**config.mk**
```make
export PLATFORM = sky130hd
export DESIGN_NAME = uart_rx_flat
export DESIGN_NICKNAME = d
export VERILOG_FILES = /design/src/rtl/uart_rx_if.sv /design/src/rtl/uart_rx.sv /design/src/flat_wrapper.sv
export SDC_FILE = /design/constraint.sdc
export NUM_CORES = 1
export LEC_CHECK = 0
export BUFFER_PORTS_ARGS = -buffer_cell sky130_fd_sc_hd__buf_2
export CAP_MARGIN = 25
export CORE_AREA = 2 2 64 66
export DETAILED_ROUTE_END_ITERATION = 10
export DIE_AREA = 0 0 66 68
export PLACE_DENSITY = 0.76
export SETUP_SLACK_MARGIN = 0.1
export SLEW_MARGIN = 25
export SYNTH_ARGS = -nofsm -noshare
export SYNTH_HDL_FRONTEND = slang
export SYNTH_SLANG_ARGS = --single-unit
```
**constraint.sdc**
```tcl
create_clock -name CLOCK_50 -period 2.9 [get_ports CLOCK_50]
set_input_delay 0.29 -clock CLOCK_50 [delete_from_list [all_inputs] [get_ports CLOCK_50]]
set_output_delay 0.29 -clock CLOCK_50 [all_outputs]
set_load 0.1 [all_outputs]
```
**src/rtl/uart_rx_if.sv**
```systemverilog
`default_nettype none
// ============================================================================
// Module   : uart_rx_if
// Brief    : Serial line input and received-byte outputs of the UART receiver.
// Revision : 1.0
// ============================================================================
interface uart_rx_if;
    logic       rx;
    logic [7:0] data;
    logic       valid;
    logic       parity_err;
    logic       frame_err;
    logic       busy;

    // master: the receiver itself; slave: the byte consumer
    modport master (
        input  rx,
        output data, valid, parity_err, frame_err, busy
    );
    modport slave (
        input  rx, data, valid, parity_err, frame_err, busy
    );
endinterface
`default_nettype wire

```
**src/rtl/uart_rx.sv**
```systemverilog
`default_nettype none
// ============================================================================
// Module   : uart_rx
// Brief    : 8O1 UART receiver, mid-bit sampling, byte strobe with error flags.
// Revision : 1.0
// ============================================================================
module uart_rx #(
    parameter int CLKS_PER_BIT = 50000
) (
    input  wire         CLOCK_50,
    input  wire         RESET_N,
    uart_rx_if.master   bus
);
    localparam int c_CW = (CLKS_PER_BIT > 1) ? $clog2(CLKS_PER_BIT) : 1;
    localparam logic [c_CW-1:0] c_LAST    = c_CW'(CLKS_PER_BIT - 1);
    localparam logic [c_CW-1:0] c_HALF_M1 = c_CW'(CLKS_PER_BIT / 2 - 1);

    typedef enum logic [2:0] {
        S_IDLE   = 3'd0,
        S_START  = 3'd1,
        S_DATA   = 3'd2,
        S_PARITY = 3'd3,
        S_STOP   = 3'd4,
        S_BREAK  = 3'd5
    } state_t;

    state_t          r_state, w_state_nxt;
    logic [1:0]      r_sync;
    logic [c_CW-1:0] r_cnt, w_cnt_nxt;
    logic [2:0]      r_idx, w_idx_nxt;
    logic [7:0]      r_shift;
    logic            r_par;
    logic [7:0]      r_data;
    logic            r_valid, r_perr, r_ferr;
    logic            w_rx_s, w_shift_en, w_par_en, w_load;

    assign w_rx_s = r_sync[1];

    always_ff @(posedge CLOCK_50 or negedge RESET_N) begin
        if (!RESET_N) begin
            r_sync  <= 2'b11;
            r_state <= S_IDLE;
            r_cnt   <= '0;
            r_idx   <= '0;
        end else begin
            r_sync  <= {r_sync[0], bus.rx};
            r_state <= w_state_nxt;
            r_cnt   <= w_cnt_nxt;
            r_idx   <= w_idx_nxt;
        end
    end

    always_comb begin
        w_state_nxt = r_state;
        w_cnt_nxt   = r_cnt + 1'b1;
        w_idx_nxt   = r_idx;
        w_shift_en  = 1'b0;
        w_par_en    = 1'b0;
        w_load      = 1'b0;
        case (r_state)
            S_IDLE: begin
                w_cnt_nxt = '0;
                if (!w_rx_s) w_state_nxt = S_START;
            end
            S_START: begin
                if (r_cnt == c_HALF_M1) begin
                    w_cnt_nxt   = '0;
                    w_idx_nxt   = '0;
                    // a line already back high at mid-start was only a glitch
                    w_state_nxt = w_rx_s ? S_IDLE : S_DATA;
                end
            end
            S_DATA: begin
                if (r_cnt == c_LAST) begin
                    w_cnt_nxt  = '0;
                    w_shift_en = 1'b1;
                    w_idx_nxt  = r_idx + 3'd1;
                    if (r_idx == 3'd7) w_state_nxt = S_PARITY;
                end
            end
            S_PARITY: begin
                if (r_cnt == c_LAST) begin
                    w_cnt_nxt   = '0;
                    w_par_en    = 1'b1;
                    w_state_nxt = S_STOP;
                end
            end
            S_STOP: begin
                if (r_cnt == c_LAST) begin
                    w_cnt_nxt   = '0;
                    w_load      = 1'b1;
                    w_state_nxt = w_rx_s ? S_IDLE : S_BREAK;
                end
            end
            S_BREAK: begin
                w_cnt_nxt = '0;
                if (w_rx_s) w_state_nxt = S_IDLE;
            end
            default: begin
                w_cnt_nxt   = '0;
                w_state_nxt = S_IDLE;
            end
        endcase
    end

    always_ff @(posedge CLOCK_50 or negedge RESET_N) begin
        if (!RESET_N) begin
            r_shift <= '0;
            r_par   <= 1'b0;
            r_data  <= '0;
            r_valid <= 1'b0;
            r_perr  <= 1'b0;
            r_ferr  <= 1'b0;
        end else begin
            r_valid <= w_load;
            if (w_shift_en) r_shift[r_idx] <= w_rx_s;
            if (w_par_en)   r_par <= w_rx_s;
            if (w_load) begin
                r_data <= r_shift;
                // odd parity: an even total of ones across data+parity is an error
                r_perr <= ~(^{r_shift, r_par});
                r_ferr <= ~w_rx_s;
            end
        end
    end

    assign bus.data       = r_data;
    assign bus.valid      = r_valid;
    assign bus.parity_err = r_perr;
    assign bus.frame_err  = r_ferr;
    assign bus.busy       = (r_state != S_IDLE);

endmodule
`default_nettype wire

```
**src/flat_wrapper.sv**
```systemverilog
// flat-port wrapper written by rule: the top's interface ports become plain ports
module uart_rx_flat 
#(
    parameter int CLKS_PER_BIT = 50000
)
  (CLOCK_50, RESET_N, bus_rx, bus_data, bus_valid, bus_parity_err, bus_frame_err, bus_busy);
  uart_rx_if bus_i ();
  input  wire CLOCK_50;
  input  wire RESET_N;
  input wire logic [$bits(bus_i.rx)-1:0] bus_rx;
  output wire logic [$bits(bus_i.data)-1:0] bus_data;
  output wire logic [$bits(bus_i.valid)-1:0] bus_valid;
  output wire logic [$bits(bus_i.parity_err)-1:0] bus_parity_err;
  output wire logic [$bits(bus_i.frame_err)-1:0] bus_frame_err;
  output wire logic [$bits(bus_i.busy)-1:0] bus_busy;
  assign bus_i.rx = bus_rx;
  assign bus_data = bus_i.data;
  assign bus_valid = bus_i.valid;
  assign bus_parity_err = bus_i.parity_err;
  assign bus_frame_err = bus_i.frame_err;
  assign bus_busy = bus_i.busy;
  uart_rx #(.CLKS_PER_BIT(CLKS_PER_BIT)) u_core (.CLOCK_50(CLOCK_50), .RESET_N(RESET_N), .bus(bus_i));
endmodule
```
==> results of run 1 <==
[kinds of logic (layout without fill, tap and decap cells)]
kind of cell | after synthesis | after routing | share of synthesized area [%]
AOI/OAI and AO/OA | 16 | 16 | 5.476
muxes | 19 | 19 | 9.856
DFF | 44 | 44 | 50.84
xor gates and xnor gates | 22 | 22 | 8.876
buffers and inverters | 13 | 25 | 3.284
adders and majority gates | 3 | 3 | 1.729
and+or+nand+nor | 77 | 77 | 19.94
[flip-flops by register name, indices dropped and copies added (netlist names)]
name	cells
u_core.bus.data	8
u_core.bus.frame_err	1
u_core.bus.parity_err	1
u_core.bus.valid	1
u_core.r_cnt	16
u_core.r_idx	3
u_core.r_par	1
u_core.r_shift	8
u_core.r_state	3
u_core.r_sync	2
[worst paths after layout]
kind,from,endpoint,slack [ns],depth (start not counted)
worst max-delay path,u_core.r_cnt[4]$_DFF_PN0_,u_core.r_idx[0]$_DFFE_PN0P_,0.35,5
worst min-delay path,RESET_N,u_core.r_cnt[10]$_DFF_PN0_,-0.03,1
worst max register to register,u_core.r_cnt[4]$_DFF_PN0_,u_core.r_idx[0]$_DFFE_PN0P_,0.35,5
worst min register to register,u_core.r_sync[0]$_DFF_PN1_,u_core.r_sync[1]$_DFF_PN1_,0.36,0
max in group asynchronous,RESET_N,u_core.r_sync[1]$_DFF_PN1_,2.55,1
min in group CLOCK_50,bus_rx,u_core.r_sync[0]$_DFF_PN1_,0.09,1
[cells in the final DEF, fill, tap and decap left out, drive strengths merged, types with 5 or more instances in the layout]
master / n
xor2: 10
nor2: 24
o21ai: 5
buf: 15
nand4b: 5
nand3: 8
clkbuf: 7
dfrtp: 42
mux2: 19
xnor2: 12
nand2: 13
[layout make-up]
cell class,instances,share of cell area (%)
Inverter,2,0.3203
Tap cell,50,2.670
Clock inverter,1,0.3203
Timing Repair Buffer,15,3.417
Multi-Input combinational cell,137,42.50
Clock buffer,7,3.684
Sequential cell,44,47.09
[Yosys cell counts, drive strengths merged]
cell | instances | area share (%)
a41o | 1 | 0.46
a32oi | 1 | 0.40
or4 | 1 | 0.52
nand3 | 8 | 1.8
a31o | 1 | 0.40
inv | 2 | 0.35
and2 | 1 | 0.29
o21ai | 5 | 1.2
xnor2 | 12 | 4.8
a21boi | 1 | 0.35
buf | 5 | 1.4
nand3b | 3 | 1.0
a22o | 2 | 0.81
and3 | 2 | 0.58
clkbuf | 6 | 1.6
nor4b | 3 | 1.2
o211ai | 1 | 0.35
nor2 | 24 | 4.2
nand4b | 5 | 2.0
dfstp | 2 | 2.4
nand2 | 13 | 2.2
nor3b | 2 | 0.69
nor3 | 2 | 0.46
or3 | 1 | 0.29
xor2 | 10 | 4.0
nor2b | 3 | 0.86
or4bb | 1 | 0.52
mux2 | 19 | 9.9
nand4 | 3 | 0.86
ha | 3 | 1.7
o2bb2ai | 1 | 0.40
and4 | 2 | 0.81
o2111ai | 1 | 0.40
a21o | 2 | 0.75
nand2b | 1 | 0.29
dfrtp | 42 | 48
nor4 | 2 | 1.3
[layer usage]
layer,vias up,GRT usage [%],routed length [µm]
met3,7,5.099,122
met2,22,32.58,1918
met4,0,8.163,61
li1,703,-,-
met5,-,0,0
met1,728,23.98,1635
[per-stage QoR]
stage | hold WS [ns] | total power [W] | instances | area [µm²]
2_1_floorplan | -0.005591 | 0.0006306 | 194 | 2171
3_3_place_gp | 0.3487 | 0.0006437 | 248 | 2247
3_5_place_dp | 0.3501 | 0.0006444 | 248 | 2247
4_1_cts | 0.08463 | 0.001030 | 256 | 2341
5_1_grt | 0.01167 | 0.001057 | 256 | 2344
6_report | -0.02785 | 0.001018 | 256 | 2344
[worst max-delay path, delay by kind of cell (launching register included)]
family	cells	cell delay, ns
compound gates	1	0.19
mux	1	0.30
flops	1	0.45
simple gates	3	1.50
[power by group through the flow]
stage	combinational [W]	sequential [W]	clock (W)
6_report	0.0000133	0.000618	0.000387
5_1_grt	0.0000160	0.000619	0.000422
4_1_cts	0.0000139	0.000618	0.000398
3_5_place_dp	0.0000140	0.000630	0
3_3_place_gp	0.0000134	0.000630	0
2_1_floorplan	0.00000205	0.000629	0
==> flow_metrics.py, run 1 <==
metrics = {
    "drt": {
        "avgViaCountPerCell": 5.703,
        "dr.pass1.iters": 4,
        "ant_nets": 0,
        "routed_wirelength_mm": 3.737,
        "post_drt_wl_per_cell_um": 14.60,
        "vias": 1460,
        "drtIter0Drc": 65,
        "route.detailed.drc": 0,
    },
    "worst_setup_path": {
        "worstPathCellList": "or4_4, nor4_4, and3_1, o21ai_0, mux2_2",
        "worstPathArrival_ns": 2.74,
        "required_ns": 3.08,
        "crit_path_start_kind": "flip-flop",
        "crit_path_max_incr_delay_ns": 0.59,
        "worstPathMaxFanout": 9,
        "cpMaxStageDelayCell": "or4_4",
        "critPathCaptureType": "flip-flop",
        "critPathKind": "flip-flop to flip-flop",
    },
    "finish": {
        "nFillCells": 326,
        "multi_input_area_um2": 996.0,
        "area_growth_pct": 7.954,
        "seq_area_um2": 1104,
        "fin_util_pct": 60.77,
        "nets": 211,
        "drive_gt1_share_pct": 22.82,
        "antennaDiodeCount": 0,
    },
    "logic_synthesis": {
        "synthCells": 194,
        "yosys_register_bits": 44,
        "synth_area_um2": 2171,
        "yosysUniqueCellTypes": 42,
        "syn_nets": 200,
        "syn_area_per_cell_um2": 11.19,
        "synth_warnings": 0,
        "ys_seq_area_share_pct": 50.84,
    },
    "clock_tree": {
        "cts.reportedPaths.clkPinSlew_ns": 0.08,
        "ctsResizeCount": 0,
        "clock-sinks": 44,
        "post_cts_buffers": 0,
        "clk_latency_ns": 0.29,
        "cts_tree": "done",
        "hold_buffers": 0,
        "clockBufferDepth": 2,
        "cts_max_level": 2,
        "root_buffer": "clkbuf_8",
        "numCtsBuffers": 5,
    },
    "sta": {
        "slew_violations": 0,
        "setup-tns-final_ns": 0,
        "relSlewSlack_pct": 64.27,
        "setup_viol": 0,
        "fin_crit_ns": 2.552,
        "fmax_mhz": 391.8,
        "hold_violations": 42,
        "tightestPinTransition_ns": 0.5360,
        "whs_ns": -0.02785,
        "rsz0062_at_grt": "false",
        "fin_worst_skew_ns": 0.008424,
        "setup_ws_ns": 0.3477,
        "fin_crit_sh_pct": 88.01,
    },
    "die": {
        "floorplan.die_area_um2": 4488,
        "die_h_um": 68,
        "initial_core_util_pct": 56.29,
        "rows": 23,
        "core-area_um2": 3856,
        "die-width_um": 66,
        "pin_count": 15,
    },
    "place": {
        "dpl.hpwl_mm": 2.723,
        "pre_cts_slack_ns": 0.3808,
        "gp_congestion": 0.8479,
        "io_buffers": 14,
    },
    "grt": {
        "grt_use_total_pct": 19.41,
        "grt_overflow": 0,
        "grt_pass1_vias": 1413,
        "grt_pass1_wl_mm": 6.479,
        "grt_max_degree": 45,
        "grt_antenna_before_repair": 0,
    },
    "outcome": {
        "violations": "hold timing",
        "status": "complete, but fails checks",
    },
    "power_and_ir_drop": {
        "ir_drop_mv": 0.3342,
        "swShare_pct": 20.38,
        "p_leak_nw": 1.127,
        "clockPowerShare_pct": 38.0,
        "internal_power_w": 0.0008108,
        "p_seq_share_pct": 60.7,
        "p_per_area_nw_per_um2": 434.5,
        "pwr-share-comb_pct": 1.3,
        "switchingPower_w": 0.0002075,
    },
    "min_path": {
        "hold_class": "input port to async pin",
    },
    "run": {
        "cap_violations": 0,
    },
}
Note: power is estimated with default switching activity, not from simulation.
==> run 2: changes to the inputs <==
--- a/config.mk
+++ b/config.mk
@@ -7,9 +7,9 @@
 export LEC_CHECK = 0
 export BUFFER_PORTS_ARGS = -buffer_cell sky130_fd_sc_hd__buf_2
 export CAP_MARGIN = 25
-export CORE_AREA = 2 2 64 66
+export CORE_AREA = 2 2 76 56
 export DETAILED_ROUTE_END_ITERATION = 10
-export DIE_AREA = 0 0 66 68
+export DIE_AREA = 0 0 78 58
 export PLACE_DENSITY = 0.76
 export SETUP_SLACK_MARGIN = 0.1
 export SLEW_MARGIN = 25
==> run 2 against run 1 <==
Against the previous run: the run still ends with hold timing left; cell count increased by 0.78%; non-clock buffer count did not move; die area is 0.80% higher; flip-flop and latch count unchanged; maximum frequency rose by 1.3%; combinational power about the same; critical path depth did not move; setup slack gained 0.033 ns; count of clock-buffer cells in the layout fell by 2; design area is 1.0% higher; sequential share of layout area fell by 0.47 points; power rose by 8.2%; critical path type unchanged; critical endpoint is now u_core.r_shift[2]$_DFFE_PN0P_.
==> flow_metrics.py, run 2 (same netlist as run 1, synthesis figures left out) <==
metrics = {
    "clock_tree": {
        "ctsResizeCount": 0,
        "cts_max_level": 2,
        "post_cts_buffers": 0,
        "numCtsBuffers": 5,
        "cts_tree": "done",
        "clockBufferDepth": 2,
        "cts.reportedPaths.clkPinSlew_ns": 0.08,
        "root_buffer": "clkbuf_8",
        "clock-sinks": 44,
        "hold_buffers": 0,
        "clk_latency_ns": 0.29,
    },
    "sta": {
        "fin_worst_skew_ns": 0.007457,
        "fmax_mhz": 397.0,
        "fin_crit_ns": 2.519,
        "slew_violations": 0,
        "setup-tns-final_ns": 0,
        "whs_ns": -0.02540,
        "tightestPinTransition_ns": 0.5513,
        "relSlewSlack_pct": 63.25,
        "setup_viol": 0,
        "fin_crit_sh_pct": 86.87,
        "hold_violations": 42,
        "rsz0062_at_grt": "false",
    },
    "drt": {
        "route.detailed.drc": 0,
        "ant_nets": 0,
        "drtIter0Drc": 144,
        "routed_wirelength_mm": 3.882,
        "vias": 1452,
        "post_drt_wl_per_cell_um": 15.05,
        "dr.pass1.iters": 4,
        "avgViaCountPerCell": 5.628,
    },
    "worst_setup_path": {
        "cpMaxStageDelayCell": "or4_4",
        "required_ns": 3.08,
        "crit_path_start_kind": "flip-flop",
        "path_delay_family": "simple AND/OR/NAND/NOR gates",
        "critPathCaptureType": "flip-flop",
        "crit_path_max_incr_delay_ns": 0.58,
        "critPathKind": "flip-flop to flip-flop",
        "worstPathMaxFanout": 8,
        "crit_buf_inv": 0,
        "worstPathArrival_ns": 2.70,
        "worstPathCellList": "or4_4, nor4_4, nand3_1, nor4b_1, mux2_2",
    },
    "grt": {
        "grt_pass1_vias": 1373,
        "grt_max_degree": 45,
        "use_met1_pct": 28.41,
        "top_usage_layer": "met2",
        "grt_use_total_pct": 19.39,
        "grt_overflow": 0,
        "grt_use_met3_pct": 4.829,
        "grt_pass1_wl_mm": 6.699,
        "grt_antenna_before_repair": 0,
        "use_met2_pct": 28.82,
    },
    "finish": {
        "antennaDiodeCount": 0,
        "regMostFlops": "u_core.r_cnt",
        "mostFrequentLayoutCells": "42 x dfrtp_1, 24 x nor2_1, 19 x mux2_2",
        "finalInstanceArea_um2": 2367,
        "area_growth_pct": 9.049,
        "nets": 211,
        "drive_gt1_share_pct": 23.30,
        "largest_reg_flops": 16,
        "final_common_cell": "dfrtp_1",
        "stdcell_count": 258,
    },
    "run": {
        "cap_violations": 0,
    },
    "power_and_ir_drop": {
        "p_seq_share_pct": 56.2,
        "p_leak_nw": 1.138,
        "pwr-share-comb_pct": 1.2,
        "ir_drop_mv": 0.3337,
        "internal_power_w": 0.0008767,
        "switchingPower_w": 0.0002246,
        "p_per_area_nw_per_um2": 465.2,
        "swShare_pct": 20.39,
        "clockPowerShare_pct": 42.6,
    },
    "place": {
        "place_inst": 250,
        "dpl.hpwl_mm": 2.793,
        "io_buffers": 14,
        "dpl_cell_area_um2": 2250,
        "gp_congestion": 0.7836,
    },
    "outcome": {
        "violations": "hold timing",
        "status": "complete, but fails checks",
    },
    "die": {
        "pin_count": 15,
        "die-width_um": 78,
        "initial_core_util_pct": 57.07,
        "rows": 19,
        "core-area_um2": 3804,
        "floorplan.die_area_um2": 4524,
        "die_h_um": 58,
    },
    "min_path": {
        "hold_class": "input port to async pin",
    },
}
==> run 2: worst paths after layout <==
| kind | endpoint | from | cells past startpoint | slack [ns] |
|---|---|---|---|---|
| min reg2reg | u_core.r_sync[1]$_DFF_PN1_ | u_core.r_sync[0]$_DFF_PN1_ | 0 | 0.36 |
| max | u_core.r_shift[2]$_DFFE_PN0P_ | u_core.r_cnt[4]$_DFF_PN0_ | 5 | 0.38 |
| min | u_core.r_cnt[12]$_DFF_PN0_ | RESET_N | 1 | -0.03 |
| min in group CLOCK_50 | u_core.r_sync[0]$_DFF_PN1_ | bus_rx | 1 | 0.10 |
| max in group asynchronous | u_core.r_sync[0]$_DFF_PN1_ | RESET_N | 1 | 2.55 |
| max reg2reg | u_core.r_shift[2]$_DFFE_PN0P_ | u_core.r_cnt[4]$_DFF_PN0_ | 5 | 0.38 |
==> run 2: cell type report <==
class / count / area, µm²
repair buffers: 15 / 80.08
flip-flops and latches: 44 / 1104
inverters: 2 / 7.507
clock inverters: 3 / 46.29
clock buffers: 5 / 68.82
fillers: 318 / 1436
well taps: 52 / 65.06
multi-input cells: 137 / 996.0
==> run 2: per-stage QoR <==
stage               utilization [%]  worst slack (ns)  total power (W)
floorplan                         -            0.5623        0.0006306
global placement              59.14            0.4655        0.0006439
detailed placement            59.14            0.4159        0.0006444
CTS                           62.17            0.3918         0.001113
global route                  62.24            0.2502         0.001138
finish                        62.24            0.3809         0.001101
==> run 2: routing by layer <==
layer	part of all wire (%)	wire length [µm]
met3	3.9	153
met2	45	1747
met1	49	1919
met4	1.6	61
met5	0	0
==> run 2: power by group through the flow <==
stage | clock network [W] | registers (W) | logic (W)
2_1_floorplan | 0 | 0.000629 | 0.00000205
3_3_place_gp | 0 | 0.000631 | 0.0000133
3_5_place_dp | 0 | 0.000631 | 0.0000139
4_1_cts | 0.000480 | 0.000618 | 0.0000140
5_1_grt | 0.000503 | 0.000619 | 0.0000161
6_report | 0.000470 | 0.000618 | 0.0000133
==> run 3: changes to the inputs <==
--- a/config.mk
+++ b/config.mk
@@ -10,7 +10,7 @@
 export CORE_AREA = 2 2 76 56
 export DETAILED_ROUTE_END_ITERATION = 10
 export DIE_AREA = 0 0 78 58
-export PLACE_DENSITY = 0.76
+export PLACE_DENSITY_LB_ADDON = 0.05
 export SETUP_SLACK_MARGIN = 0.1
 export SLEW_MARGIN = 25
 export SYNTH_ARGS = -nofsm -noshare
==> run 3 against run 2 <==
Against the previous run: the run still ends with hold timing left; wire length is 2.6% higher; critical path depth is the same; largest power group unchanged; count of clock-buffer cells in the layout rose by 2; utilization decreased by 0.56 points; sequential share of layout area grew 0.42 points; maximum frequency shrank 2.4%; hold slack about the same; sequential power hardly changed.
==> flow_metrics.py, run 3 (same netlist as run 1, synthesis figures left out) <==
metrics = {
    "die": {
        "pin_count": 15,
        "core-area_um2": 3804,
        "floorplan.die_area_um2": 4524,
        "die-width_um": 78,
        "die_h_um": 58,
        "initial_core_util_pct": 57.07,
        "rows": 19,
    },
    "place": {
        "place_inst": 250,
        "dpl.hpwl_mm": 2.831,
        "gp_congestion": 0.8382,
        "io_buffers": 14,
    },
    "clock_tree": {
        "numCtsBuffers": 5,
        "cts.reportedPaths.clkPinSlew_ns": 0.08,
        "clockBufferDepth": 2,
        "cts_tree": "done",
        "hold_buffers": 0,
        "clk_latency_ns": 0.30,
        "clock-sinks": 44,
        "cts_max_level": 2,
        "root_buffer": "clkbuf_8",
        "post_cts_buffers": 0,
        "ctsResizeCount": 0,
    },
    "finish": {
        "multi_input_area_um2": 996.0,
        "antennaDiodeCount": 0,
        "fin_util_pct": 61.68,
        "final_common_cell": "dfrtp_1",
        "nFillCells": 319,
        "largest_reg_flops": 16,
        "mostFrequentLayoutCells": "42 x dfrtp_1, 24 x nor2_1, 19 x mux2_2",
        "area_growth_pct": 8.069,
        "seq_area_um2": 1104,
        "stdcell_count": 258,
        "nets": 211,
        "regMostFlops": "u_core.r_cnt",
        "drive_gt1_share_pct": 22.82,
    },
    "worst_setup_path": {
        "critPathCaptureType": "flip-flop",
        "worstPathMaxFanout": 8,
        "required_ns": 3.09,
        "worstPathArrival_ns": 2.77,
        "critPathKind": "flip-flop to flip-flop",
        "crit_path_start_kind": "flip-flop",
    },
    "drt": {
        "routed_wirelength_mm": 3.984,
        "avgViaCountPerCell": 5.539,
        "ant_nets": 0,
        "drtIter0Drc": 73,
        "post_drt_wl_per_cell_um": 15.44,
        "route.detailed.drc": 0,
        "vias": 1429,
        "dr.pass1.iters": 4,
    },
    "sta": {
        "fmax_mhz": 387.5,
        "fin_crit_ns": 2.581,
        "setup-tns-final_ns": 0,
        "setup_viol": 0,
        "hold_violations": 42,
        "tightestPinTransition_ns": 0.5782,
        "fin_worst_skew_ns": 0.004195,
        "fin_crit_sh_pct": 88.99,
        "rsz0062_at_grt": "false",
        "slew_violations": 0,
        "relSlewSlack_pct": 61.45,
        "whs_ns": -0.02536,
    },
    "outcome": {
        "violations": "hold timing",
        "status": "complete, but fails checks",
    },
    "grt": {
        "grt_use_total_pct": 19.48,
        "use_met1_pct": 29.29,
        "grt_pass1_wl_mm": 6.624,
        "grt_use_met3_pct": 5.607,
        "grt_antenna_before_repair": 0,
        "grt_overflow": 0,
        "grt_max_degree": 45,
        "use_met2_pct": 26.72,
        "grt_pass1_vias": 1322,
        "top_usage_layer": "met1",
    },
    "run": {
        "cap_violations": 0,
    },
    "min_path": {
        "hold_class": "input port to async pin",
    },
    "power_and_ir_drop": {
        "p_leak_nw": 1.127,
        "finalPower_w": 0.001029,
        "ir_drop_mv": 0.2927,
        "p_per_area_nw_per_um2": 438.7,
    },
}
==> run 3: cell type report <==
class                           instances  area share, %
Multi-Input combinational cell        137          42.45
Inverter                                2         0.3200
Tap cell                               52          2.773
Clock inverter                          1         0.3200
Timing Repair Buffer                   15          3.413
Sequential cell                        44          47.04
Clock buffer                            7          3.680
==> run 3: metal layers <==
layer / vias up / wire length (µm)
met3: 2 / 159
met1: 702 / 2049
met5: - / 0
met4: 0 / 30
met2: 24 / 1744
li1: 701 / -
==> run 3: critical path: stages (launching register included) <==
cell and delay [ns]:
dfrtp_1 0.44, or4_4 0.58, nor4_4 0.49, nand3_1 0.19, nor4b_1 0.38, mux2_2 0.38
==> run 3: per-stage QoR <==
| step | hold WS, ns | setup slack (ns) | cell area, µm² |
|---|---|---|---|
| CTS | 0.09036 | 0.3376 | 2344 |
| detailed placement | 0.3537 | 0.3547 | 2250 |
| finish | -0.02536 | 0.3194 | 2346 |
| floorplan | -0.005591 | 0.5623 | 2171 |
| global placement | 0.3500 | 0.4562 | 2250 |
| global route | 0.009593 | 0.1562 | 2346 |
==> run 3: path summary, 6_finish.rpt <==
path                                            start                             to  slack [ns]  cells after the start
setup / recovery            u_core.r_cnt[4]$_DFF_PN0_  u_core.r_shift[2]$_DFFE_PN0P_        0.32                      5
hold / removal                                RESET_N  u_core.r_shift[7]$_DFFE_PN0P_       -0.03                      1
setup reg to reg            u_core.r_cnt[4]$_DFF_PN0_  u_core.r_shift[2]$_DFFE_PN0P_        0.32                      5
hold reg to reg            u_core.r_sync[0]$_DFF_PN1_     u_core.r_sync[1]$_DFF_PN1_        0.37                      0
max in group asynchronous                     RESET_N     u_core.r_sync[0]$_DFF_PN1_        2.55                      1
min in group CLOCK_50                          bus_rx     u_core.r_sync[0]$_DFF_PN1_        0.09                      1
==> run 3: power breakdown <==
part           internal [W]  leakage, nW  switching, W  total [W]
combinational    0.00000180        0.490     0.0000117  0.0000135
sequential         0.000616        0.593    0.00000297   0.000618
clock              0.000193       0.0445      0.000204   0.000397
